===== config.mk =====
export PLATFORM = sky130hd
export DESIGN_NAME = fifo
export DESIGN_NICKNAME = d
export VERILOG_FILES = /design/src/rtl/fifo.sv
export SDC_FILE = /design/constraint.sdc
export NUM_CORES = 1
export LEC_CHECK = 0
export CORE_UTILIZATION = 53
export CTS_CLUSTER_SIZE = 12
export DETAILED_ROUTE_END_ITERATION = 16
export PLACE_DENSITY = 0.8
export SLEW_MARGIN = 20
export SYNTH_ARGS = -nofsm -noshare
export SYNTH_HDL_FRONTEND = slang
export SYNTH_SLANG_ARGS = --single-unit
export TNS_END_PERCENT = 50

===== constraint.sdc =====
create_clock -name clk_i -period 2.56 [get_ports clk_i]
set_input_delay 0.64 -clock clk_i [delete_from_list [all_inputs] [get_ports clk_i]]
set_output_delay 0.64 -clock clk_i [all_outputs]
set_load 0.005 [all_outputs]

===== src/rtl/fifo.sv =====
// Single-clock FIFO with a registered read-data output.
// Capacity may be any positive integer; pointers wrap by explicit compare.
module fifo #(
  parameter int Size      = 10,
  parameter int EntrySize = 8
) (
  input  logic                 clk_i,
  input  logic                 rst_i,
  input  logic                 write_req_i,
  output logic                 write_valid_o,
  input  logic                 read_req_i,
  output logic                 read_valid_o,
  input  logic [EntrySize-1:0] data_i,
  output logic [EntrySize-1:0] data_o
);

  localparam int PW = (Size > 1) ? $clog2(Size) : 1;
  localparam int CW = $clog2(Size + 1);
  localparam logic [PW-1:0] LAST = PW'(Size - 1);
  localparam logic [CW-1:0] FULL = CW'(Size);

  logic [EntrySize-1:0] r_mem [Size];
  logic [PW-1:0]        r_wr_ptr;
  logic [PW-1:0]        r_rd_ptr;
  logic [CW-1:0]        r_count;
  logic                 w_push;
  logic                 w_pop;

  assign write_valid_o = (r_count != FULL);
  assign read_valid_o  = (r_count != '0);
  // Requests that arrive while the matching valid is low are simply dropped.
  assign w_push = write_req_i && write_valid_o;
  assign w_pop  = read_req_i && read_valid_o;

  // Storage array; contents are don't-care after reset so it carries no reset.
  always_ff @(posedge clk_i) begin
    if (w_push) r_mem[r_wr_ptr] <= data_i;
  end

  // Pointers, occupancy and registered output. The pop reads the old head,
  // so a same-cycle push to a different slot can never be observed here.
  always_ff @(posedge clk_i or posedge rst_i) begin
    if (rst_i) begin
      r_wr_ptr <= '0;
      r_rd_ptr <= '0;
      r_count  <= '0;
      data_o   <= '0;
    end else begin
      if (w_push) r_wr_ptr <= (r_wr_ptr == LAST) ? '0 : r_wr_ptr + 1'b1;
      if (w_pop) begin
        data_o   <= r_mem[r_rd_ptr];
        r_rd_ptr <= (r_rd_ptr == LAST) ? '0 : r_rd_ptr + 1'b1;
      end
      case ({w_push, w_pop})
        2'b10:   r_count <= r_count + 1'b1;
        2'b01:   r_count <= r_count - 1'b1;
        default: r_count <= r_count;
      endcase
    end
  end

endmodule


==> flow_summary_export.csv, run 1 <==
group,metric,value,unit
outcome,status,"finished, final reports clean",
pwr,power_density,1030,mW/mm^2
synthesis,yosysWarnings,0,
clock_network,cts_root_buf,"clkbuf_8",
floorplanning,dieArea,0.00812,sq mm
clock_network,htree_levels,3,
routing,drt_first_pass_iters,5,
worst_hold_path,hp-class,"reg -> reg",
clock_network,numCtsBuffers,9,
floorplanning,io_pins,22,
routing,routed_wl,6870,microns
timing,max_slew_margin,50.4,%
final_layout,design_area,0.00469,sq mm
grt,grt_overflow,0,
clock_network,clock_latency,0.35,ns
timing,setup_viol,0,
placement,io_buffers,21,
synthesis,synth_top_area_share,58.4,%
synthesis,synth_nets,260,
grt,use_met2,29.5,%
final_layout,diodes,0,
routing,routedWlPerCell,17.9,microns
floorplanning,initial_core_util,55.9,%
clock_network,holdBufCountCts,0,
timing,hold_viol_final,0,
synthesis,synth_compound_gate_area_share,3.89,%
routing,drt_iter0_drc,115,
critical_path,cp_top_family,"simple AND/OR/NAND/NOR gates",
synthesis,synth_mux_area_share,14.0,%
grt,antenna_found_initial,0,
synthesis,avgSynthCellArea,16.9,sq um
critical_path,endpoint_kind,"output port",
grt,grt_use_met1,24.7,%
floorplanning,fp.coreArea,0.00737,sq mm
final_layout,fillers,519,
synthesis,ys_ff_latch,100,
grt,grt_max_degree,21,
run,max-cap-violations,0,
placement,post_dp_cell_area,0.00450,sq mm
final_layout,area_growth,13.8,%
final_layout,nets,296,
timing,period_minus_slack,2.47,ns
floorplanning,num_rows,31,
timing,hold_ws,0.491,ns
synthesis,ys_seq_area_share,70.5,%
final_layout,final_common_cell,"edfxtp_1",
pwr,vdd_drop_max,0.314,mV
synthesis,netlist_instances,244,
synthesis,synth_area_leader_cell,"edfxtp_1",
synthesis,synthTopCellsByArea,"edfxtp_1, dfrtp_1, mux4_1, mux4_2, mux2i_1",
routing,postRouteAntennaNets,0,
critical_path,critPathBufInv,1,
timing,skew,0.00825,ns
synthesis,synth_fa_ha_area_share,1.40,%
synthesis,yosys.area_share.simple,6.41,%
placement,pre_cts_ws,-0.107,ns
timing,max_clock_freq,405,MHz
grt,grt_pass1_vias,2169,
floorplanning,fp.dieW,90.1,microns
timing,fin_crit_sh,96.5,%
clock_network,path_clk_slew,0.09,ns
final_layout,postLayoutCoreUtil,63.6,%
timing,worstMarginPinSlew,0.743,ns
grt,track_usage,18.4,%
synthesis,synth_top_family_by_area,"multiplexers",
routing,vias_per_cell,5.55,
critical_path,critPathKind,"reg -> out",
timing,rsz0062_at_grt,"false",
grt,gr-usage-met3,3.72,%
timing,drv_slew,0,
critical_path,cp_max_fo,5,
critical_path,critPathSlowestCell,"or4_4",
pwr,power,4.85,mW
grt,grt_pass1_wl,11100,microns
synthesis,ys_types,39,
final_layout,drive_gt1_share,17.2,%
routing,route.detailed.drc,0,
clock_network,clock_path_buffers,2,
critical_path,crit_chain,"or4_4, clkdlybuf4s50_1",
synthesis,synth_xor_area_share,1.28,%
synthesis,synth_area,0.00412,sq mm
timing,layout_setup_ws,0.0896,ns
placement,place_congestion,0.751,
floorplanning,die_h,90.1,microns
critical_path,worstSetupStartpointType,"register",
pwr,leakage,1.69,nW
placement,dp_hpwl,4790,microns
grt,grt_busiest_layer,"met2",
critical_path,slowest_delay,0.57,ns
clock_network,cts_num_sinks,100,
final_layout,final_cell_mix,"edfxtp_1, nand2_1, clkdlybuf4s50_1",
clock_network,cts_tree,"yes",
critical_path,cp.arrival,1.83,ns
critical_path,cp.required,1.92,ns
routing,num_vias,2130,
area by class of cell:
| cell class | count | area [sq um] | area share (%) |
|---|---|---|---|
| multi-input combinational | 123 | 1110 | 23.7 |
| inverter | 10 | 37.5 | 0.801 |
| sequential | 100 | 2900 | 61.9 |
| tap | 99 | 124 | 2.64 |
| clock inverter | 7 | 66.3 | 1.42 |
| clock buffer | 9 | 124 | 2.64 |
| timing repair buffer | 36 | 323 | 6.89 |
timing repair:
item / in CTS / in global routing
endpoints found under the hold margin: 0 / 0
resized for setup: 0 / 1
endpoints found under the setup margin: 0 / 1
setup buffers: 0 / 0
kinds of logic after synthesis:
family / count (synthesis)
adder cells (fa/ha/maj): 4
AND/OR/NAND/NOR: 51
buffers and inverters: 21
flip-flops: 100
multiplexers: 33
XOR/XNOR: 6
AO/OA/AOI/OAI: 29
cell usage after synthesis:
cell / instances
edfxtp_1: 80
nand2_1: 22
dfrtp_1: 20
o21ai_1: 14
inv_1: 9
mux2i_1: 9
mux4_1: 9
mux2_2: 8
clkbuf_1: 7
mux4_2: 7
o21ai_0: 7
nor3_1: 5
nor4_1: 5
nor2_1: 4
xnor2_1: 4
ha_1: 3
nand2b_1: 3
a21o_1: 2
a21oi_1: 2
and3_1: 2
buf_2: 2
nand3_1: 2
xor2_1: 2
a22o_1: 1
a31oi_1: 1
buf_12: 1
buf_6: 1
fa_1: 1
inv_2: 1
nand2_4: 1
nand4_1: 1
nand4b_1: 1
nand4bb_1: 1
nor2b_1: 1
nor3b_1: 1
o22ai_1: 1
o311ai_0: 1
or3_1: 1
or4_4: 1
worst register-to-register path, delay by kind of cell (launching register included):
kind | cells | cell delay (ns)
AND/OR/NAND/NOR | 2 | 0.67
AO/OA/AOI/OAI | 3 | 0.60
adder cells (fa/ha/maj) | 2 | 0.52
flip-flops | 1 | 0.44
buffers and inverters | 1 | 0.06
sequential cells by signal, summed over array words and instances, names as in the netlist:
name / count
r_mem: 80
data_o: 8
r_count: 4
r_rd_ptr: 4
r_wr_ptr: 4
metal layers:
metal / up-vias / part of all wire [%] / wire (microns)
li1: 1012 / - / -
met1: 1064 / 45 / 3090
met2: 44 / 50 / 3400
met3: 10 / 4.2 / 290
met4: 0 / 1.3 / 88
met5: - / 0 / 0
where the power goes:
group	leakage, nW	total [mW]	internal, mW	switching (mW)
registers	0.964	2.33	2.07	0.258
clock network	0.0992	0.968	0.449	0.520
logic	0.623	1.55	0.828	0.725
total	1.69	4.85	3.34	1.50
through the flow:
| stage | setup TNS, ns | cells |
|---|---|---|
| after floorplan | 0 | 244 |
| after global placement | 0 | 368 |
| after detailed placement | -0.107 | 368 |
| after CTS | 0 | 384 |
| after global routing | 0 | 384 |
| final | 0 | 384 |
worst paths after layout:
path | start | endpoint | slack, ns | cells past startpoint
setup / recovery | r_count[0]$_DFFE_PP0P_ | read_valid_o | 0.09 | 2
hold / removal | data_o[1]$_DFFE_PP0P_ | data_o[1]$_DFFE_PP0P_ | 0.49 | 2
setup reg to reg | r_count[0]$_DFFE_PP0P_ | r_count[3]$_DFFE_PP0P_ | 0.18 | 8
hold reg to reg | data_o[1]$_DFFE_PP0P_ | data_o[1]$_DFFE_PP0P_ | 0.49 | 2
max in group asynchronous | rst_i | data_o[6]$_DFFE_PP0P_ | 1.38 | 2
min in group asynchronous | rst_i | data_o[4]$_DFFE_PP0P_ | 0.70 | 2
(Power assumes the default switching activity.)
==> run 2, diff against run 1 <==
CORE_UTILIZATION = 60   (was 53)
CTS_CLUSTER_DIAMETER = 200   (was default)
DONT_BUFFER_PORTS = 1   (was default)
PLACE_DENSITY = 0.81   (was 0.8)
clock period = 2.3 ns   (was 2.56 ns; I/O delays follow)
==> run 2 against run 1 <==
Against the previous run:
- the flow now finishes with violations (DRC)
- sequential power rose by 9.4%
- final cell count is 10% lower
- register-to-register slack got worse by 0.07 ns
- clock skew down 0.00079 ns
- sequential cell count unchanged
- critical path depth grew 7
- via count fell by 3.6%
- cell area decreased by 3.3%
- hold slack worse by 0.26 ns
- largest cell class unchanged
- critical path type is now reg -> reg
- clock power increased by 16%
- non-clock buffer count shrank 17
- combinational power increased by 9%
==> flow_summary_export.csv, run 2 (synthesis gave the netlist of run 1 again) <==
group,metric,value,unit
final_layout,biggestRegsByFlops,"r_mem: 80 flops, data_o: 8 flops",
routing,routedWlPerCell,19.2,microns
clock_network,path_clk_slew,0.10,ns
routing,num_vias,2053,
final_layout,drive_gt1_share,20.5,%
worst_hold_path,hp-class,"in -> async",
routing,vias_per_cell,5.95,
floorplanning,initial_core_util,63.4,%
placement,post_dp_cell_area,0.00429,sq mm
timing,hold_viol_final,0,
critical_path,critPathKind,"reg -> reg",
floorplanning,dieArea,0.00720,sq mm
floorplanning,die_h,84.8,microns
final_layout,diodes,0,
placement,pre_cts_ws,-0.0000600,ns
run,max-cap-violations,0,
timing,fin_crit_sh,95.4,%
grt,grt_pass1_vias,2077,
clock_network,htree_levels,3,
routing,route.detailed.drc,4,
grt,antenna_found_initial,0,
timing,worstMarginPinSlew,0.760,ns
final_layout,finalNonFillerCells,345,
placement,dp_hpwl,4540,microns
critical_path,cp.required,2.54,ns
routing,drt_iter0_drc,135,
grt,grt_max_degree,29,
clock_network,cts_root_buf,"clkbuf_8",
pwr,swShare,31.5,%
floorplanning,num_rows,29,
placement,place_congestion,0.772,
floorplanning,io_pins,22,
critical_path,cp.arrival,2.43,ns
final_layout,top_register,"r_mem",
final_layout,area_growth,10.1,%
clock_network,holdBufCountCts,0,
grt,grt_pass1_wl,10800,microns
timing,max_clock_freq,456,MHz
outcome,violations,"DRC",
routing,drt_first_pass_iters,10,
timing,drv_slew,0,
grt,track_usage,20.8,%
final_layout,final_common_cell,"edfxtp_1",
timing,max_slew_margin,49.3,%
critical_path,cp_max_fo,5,
pwr,seqPwrFrac,47.6,%
pwr,share_comb_of_total_power,31.5,%
routing,routed_wl,6620,microns
routing,postRouteAntennaNets,0,
clock_network,clock_latency,0.36,ns
pwr,power_density,1180,mW/mm^2
pwr,leakage,1.63,nW
final_layout,fillers,407,
timing,layout_setup_ws,0.106,ns
grt,grt_overflow,0,
critical_path,worstSetupStartpointType,"register",
timing,skew,0.00746,ns
timing,period_minus_slack,2.19,ns
floorplanning,fp.dieW,84.8,microns
critical_path,endpoint_kind,"register",
clock_network,clock_path_buffers,2,
timing,setup_viol,0,
floorplanning,fp.coreArea,0.00649,sq mm
timing,finalSetupTns,0,ns
pwr,p_sw,1.69,mW
clock_network,numCtsBuffers,9,
clock_network,cts_num_sinks,100,
final_layout,nets,279,
timing,hold_ws,0.227,ns
pwr,internal-power,3.67,mW
pwr,clkPwrFrac,20.9,%
final_layout,design_area,0.00453,sq mm
final_layout,final_cell_mix,"edfxtp_1, nand2_1, dfrtp_1",
placement,dp.cells,327,
final_layout,largest_reg_flops,80,
pwr,vdd_drop_max,0.556,mV
outcome,status,"finished, violations left",
clock_network,cts_tree,"yes",
placement,io_buffers,0,
## run 2: final cells by class
type / instances / area (sq um) / share of cell area (%)
Sequential cell: 100 / 2900 / 64.1
Multi-Input combinational cell: 123 / 1140 / 25.2
Timing Repair Buffer: 19 / 155 / 3.42
Clock buffer: 9 / 124 / 2.73
Tap cell: 77 / 96.3 / 2.13
Clock inverter: 7 / 73.8 / 1.63
Inverter: 10 / 37.5 / 0.828
## run 2: power groups by stage
stage	clock, mW	sequential (mW)	combinational [mW]
finish	1.12	2.55	1.69
global route	1.23	2.60	1.86
floorplan	0	2.48	1.36
global placement	0	2.57	1.59
CTS	1.14	2.55	1.67
detailed placement	0	2.60	1.64
## run 2: worst max-delay path, stage by stage, from the launching register on
cell,delay (ns)
dfrtp_1,0.39
or4_4,0.55
nand2_4,0.08
inv_1,0.07
ha_4,0.18
ha_4,0.27
inv_1,0.07
nor4_1,0.22
nand4b_1,0.15
o311ai_1,0.09
## run 2: worst paths after layout
| path | from | to | slack (ns) | cells past startpoint |
|---|---|---|---|---|
| max | r_count[3]$_DFFE_PP0P_ | r_count[3]$_DFFE_PP0P_ | 0.11 | 9 |
| max reg2reg | r_count[3]$_DFFE_PP0P_ | r_count[3]$_DFFE_PP0P_ | 0.11 | 9 |
| max in group asynchronous | rst_i | r_wr_ptr[2]$_DFFE_PP0P_ | 1.59 | 1 |
| min in group clk_i | data_i[1] | r_mem[0][1]$_DFFE_PP_ | 0.30 | 0 |
| min reg2reg | data_o[0]$_DFFE_PP0P_ | data_o[0]$_DFFE_PP0P_ | 0.51 | 2 |
| min | rst_i | data_o[2]$_DFFE_PP0P_ | 0.23 | 1 |
## run 2: timing repair
action	CTS	global route
endpoints found under the setup margin	1	1
buffers inserted	1	1
resized for setup	0	4
hold endpoints to repair	0	0
pin swaps	1	4
## run 2: metal layers
metal / track usage, % / vias to the layer above / part of all wire, %
met2: 31.8 / 35 / 49
met1: 29.6 / 1029 / 47
met5: 0 / - / 0
met3: 5.06 / 9 / 3.1
li1: - / 980 / -
met4: 7.86 / 0 / 1.5
## run 2: stage by stage
| stage | power (mW) | utilization, % |
|---|---|---|
| floorplan | 3.83 | - |
| global placement | 4.15 | 66.1 |
| detailed placement | 4.24 | 66.1 |
| CTS | 5.36 | 69.2 |
| global route | 5.69 | 69.8 |
| finish | 5.36 | 69.8 |
==> run 3, diff against run 2 <==
CORE_MARGIN = 4   (was default)
==> run 3 against run 2 <==
Against the previous run:
- sequential share of layout area down 0.30 points
- first-iteration DRC count up 4.4%
- the flow now finishes without violations
- critical path type unchanged
- clock power about the same
- global-route usage down 3.3 points
- routed wire length up 1.8%
==> flow_summary_export.csv, run 3 (synthesis gave the netlist of run 1 again) <==
group,metric,value,unit
outcome,status,"finished, final reports clean",
floorplanning,fp.coreArea,0.00649,sq mm
pwr,power,5.40,mW
clock_network,numCtsBuffers,9,
timing,skew,0.0106,ns
grt,track_usage,17.5,%
floorplanning,initial_core_util,63.4,%
final_layout,top_register,"r_mem",
placement,pre_cts_ws,0.0528,ns
timing,drv_slew,0,
timing,hold_ws,0.226,ns
timing,fin_crit_sh,98.7,%
critical_path,crit_start,"r_count[1]$_DFFE_PP0P_",
grt,grt_pass1_wl,10700,microns
timing,setup_viol,0,
clock_network,cts_root_buf,"clkbuf_8",
routing,routedWlPerCell,19.5,microns
placement,place_congestion,0.716,
clock_network,cts_tree,"yes",
final_layout,largest_reg_flops,80,
floorplanning,die_h,90.8,microns
clock_network,clock_latency,0.36,ns
pwr,vdd_drop_max,0.455,mV
pwr,leakage,1.63,nW
final_layout,area_growth,10.6,%
timing,max_slew_margin,50.0,%
floorplanning,num_rows,29,
clock_network,clock_path_buffers,2,
clock_network,holdBufCountCts,0,
grt,grt_max_degree,29,
routing,postRouteAntennaNets,0,
timing,hold_viol_final,0,
grt,antenna_found_initial,0,
final_layout,nets,279,
routing,vias_per_cell,6.03,
critical_path,critPathKind,"reg -> reg",
grt,grt_pass1_vias,1997,
grt,grt_overflow,0,
timing,worstMarginPinSlew,0.749,ns
final_layout,biggestRegsByFlops,"r_mem: 80 flops, data_o: 8 flops",
worst_hold_path,hp-class,"in -> async",
critical_path,worstSetupStartpointType,"register",
routing,routed_wl,6730,microns
critical_path,cp.required,2.54,ns
clock_network,cts_num_sinks,100,
timing,layout_setup_ws,0.0292,ns
routing,num_vias,2079,
floorplanning,dieArea,0.00825,sq mm
run,max-cap-violations,0,
timing,period_minus_slack,2.27,ns
floorplanning,fp.dieW,90.8,microns
final_layout,drive_gt1_share,21.6,%
clock_network,path_clk_slew,0.10,ns
critical_path,r2r_start,"r_count[1]$_DFFE_PP0P_",
final_layout,diodes,0,
routing,drt_iter0_drc,141,
final_layout,final_common_cell,"edfxtp_1",
routing,route.detailed.drc,0,
routing,drt_first_pass_iters,4,
floorplanning,io_pins,22,
critical_path,cp_max_fo,7,
final_layout,final_cell_mix,"edfxtp_1, nand2_1, dfrtp_1",
critical_path,endpoint_kind,"register",
critical_path,cp.arrival,2.51,ns
timing,max_clock_freq,440,MHz
placement,dp_hpwl,4420,microns
placement,io_buffers,0,
pwr,power_density,1190,mW/mm^2
timing,finalSetupTns,0,ns
clock_network,htree_levels,3,
==> run 3: changes by cell type in the layout (fill, tap and decap cells not counted) <==
cell and change:
ha_4 +1, ha_1 -1, clkinv_2 +1, nor4_2 +1
o21ai_2 -1, o21ai_1 +1, inv_6 +1, clkinv_1 -2
nor4_1 -1
==> run 3: final cells by class <==
type / instances / area (sq um)
Timing Repair Buffer: 19 / 155
Multi-Input combinational cell: 123 / 1160
Clock buffer: 9 / 124
Sequential cell: 100 / 2900
Clock inverter: 7 / 80.1
Inverter: 10 / 37.5
Tap cell: 77 / 96.3
Fill cell: 398 / 1940
==> run 3: path summary, 6_finish.rpt <==
check | to | slack [ns] | cells after the start
worst max-delay path | r_count[3]$_DFFE_PP0P_ | 0.03 | 9
worst min-delay path | data_o[2]$_DFFE_PP0P_ | 0.23 | 1
worst max register to register | r_count[3]$_DFFE_PP0P_ | 0.03 | 9
worst min register to register | data_o[0]$_DFFE_PP0P_ | 0.51 | 2
max in group asynchronous | r_rd_ptr[3]$_DFFE_PP0P_ | 1.60 | 1
min in group clk_i | r_mem[9][6]$_DFFE_PP_ | 0.31 | 0
==> run 3: power by group <==
| part | switching [mW] | internal, mW |
|---|---|---|
| Sequential | 0.240 | 2.30 |
| Clock | 0.602 | 0.520 |
| Combinational | 0.861 | 0.870 |
| Total | 1.70 | 3.69 |
==> run 3: metal layers <==
metal  global-route usage [%]  vias up  part of all wire, %
met3                     4.58        9                  4.9
li1                         -      984                    -
met2                     26.6       48                   48
met5                        0        -                    0
met4                     6.78        0                  1.5
met1                     24.3     1038                   45
==> run 3: stage by stage <==
step | cells | utilization, % | area (sq um)
4_1_cts | 343 | 69.2 | 4500
3_5_place_dp | 327 | 66.1 | 4290
6_report | 345 | 70.1 | 4550
5_1_grt | 345 | 70.1 | 4550
3_3_place_gp | 327 | 66.1 | 4290
2_1_floorplan | 244 | - | 4120
==> run 3: what timing repair did <==
action / 4_1_cts / 5_1_grt
resized for setup: 0 / 5
buffers inserted: 0 / 2
endpoints found under the setup margin: 0 / 1
==> run 3: critical path, cell delays in order, from the launching register on <==
cell and delay [ns]:
dfrtp_1 0.40, or4_4 0.56, nand2_4 0.08, inv_1 0.07, ha_4 0.20, ha_4 0.28
inv_1 0.06, nor4_2 0.26, nand4b_1 0.15, o311ai_1 0.10
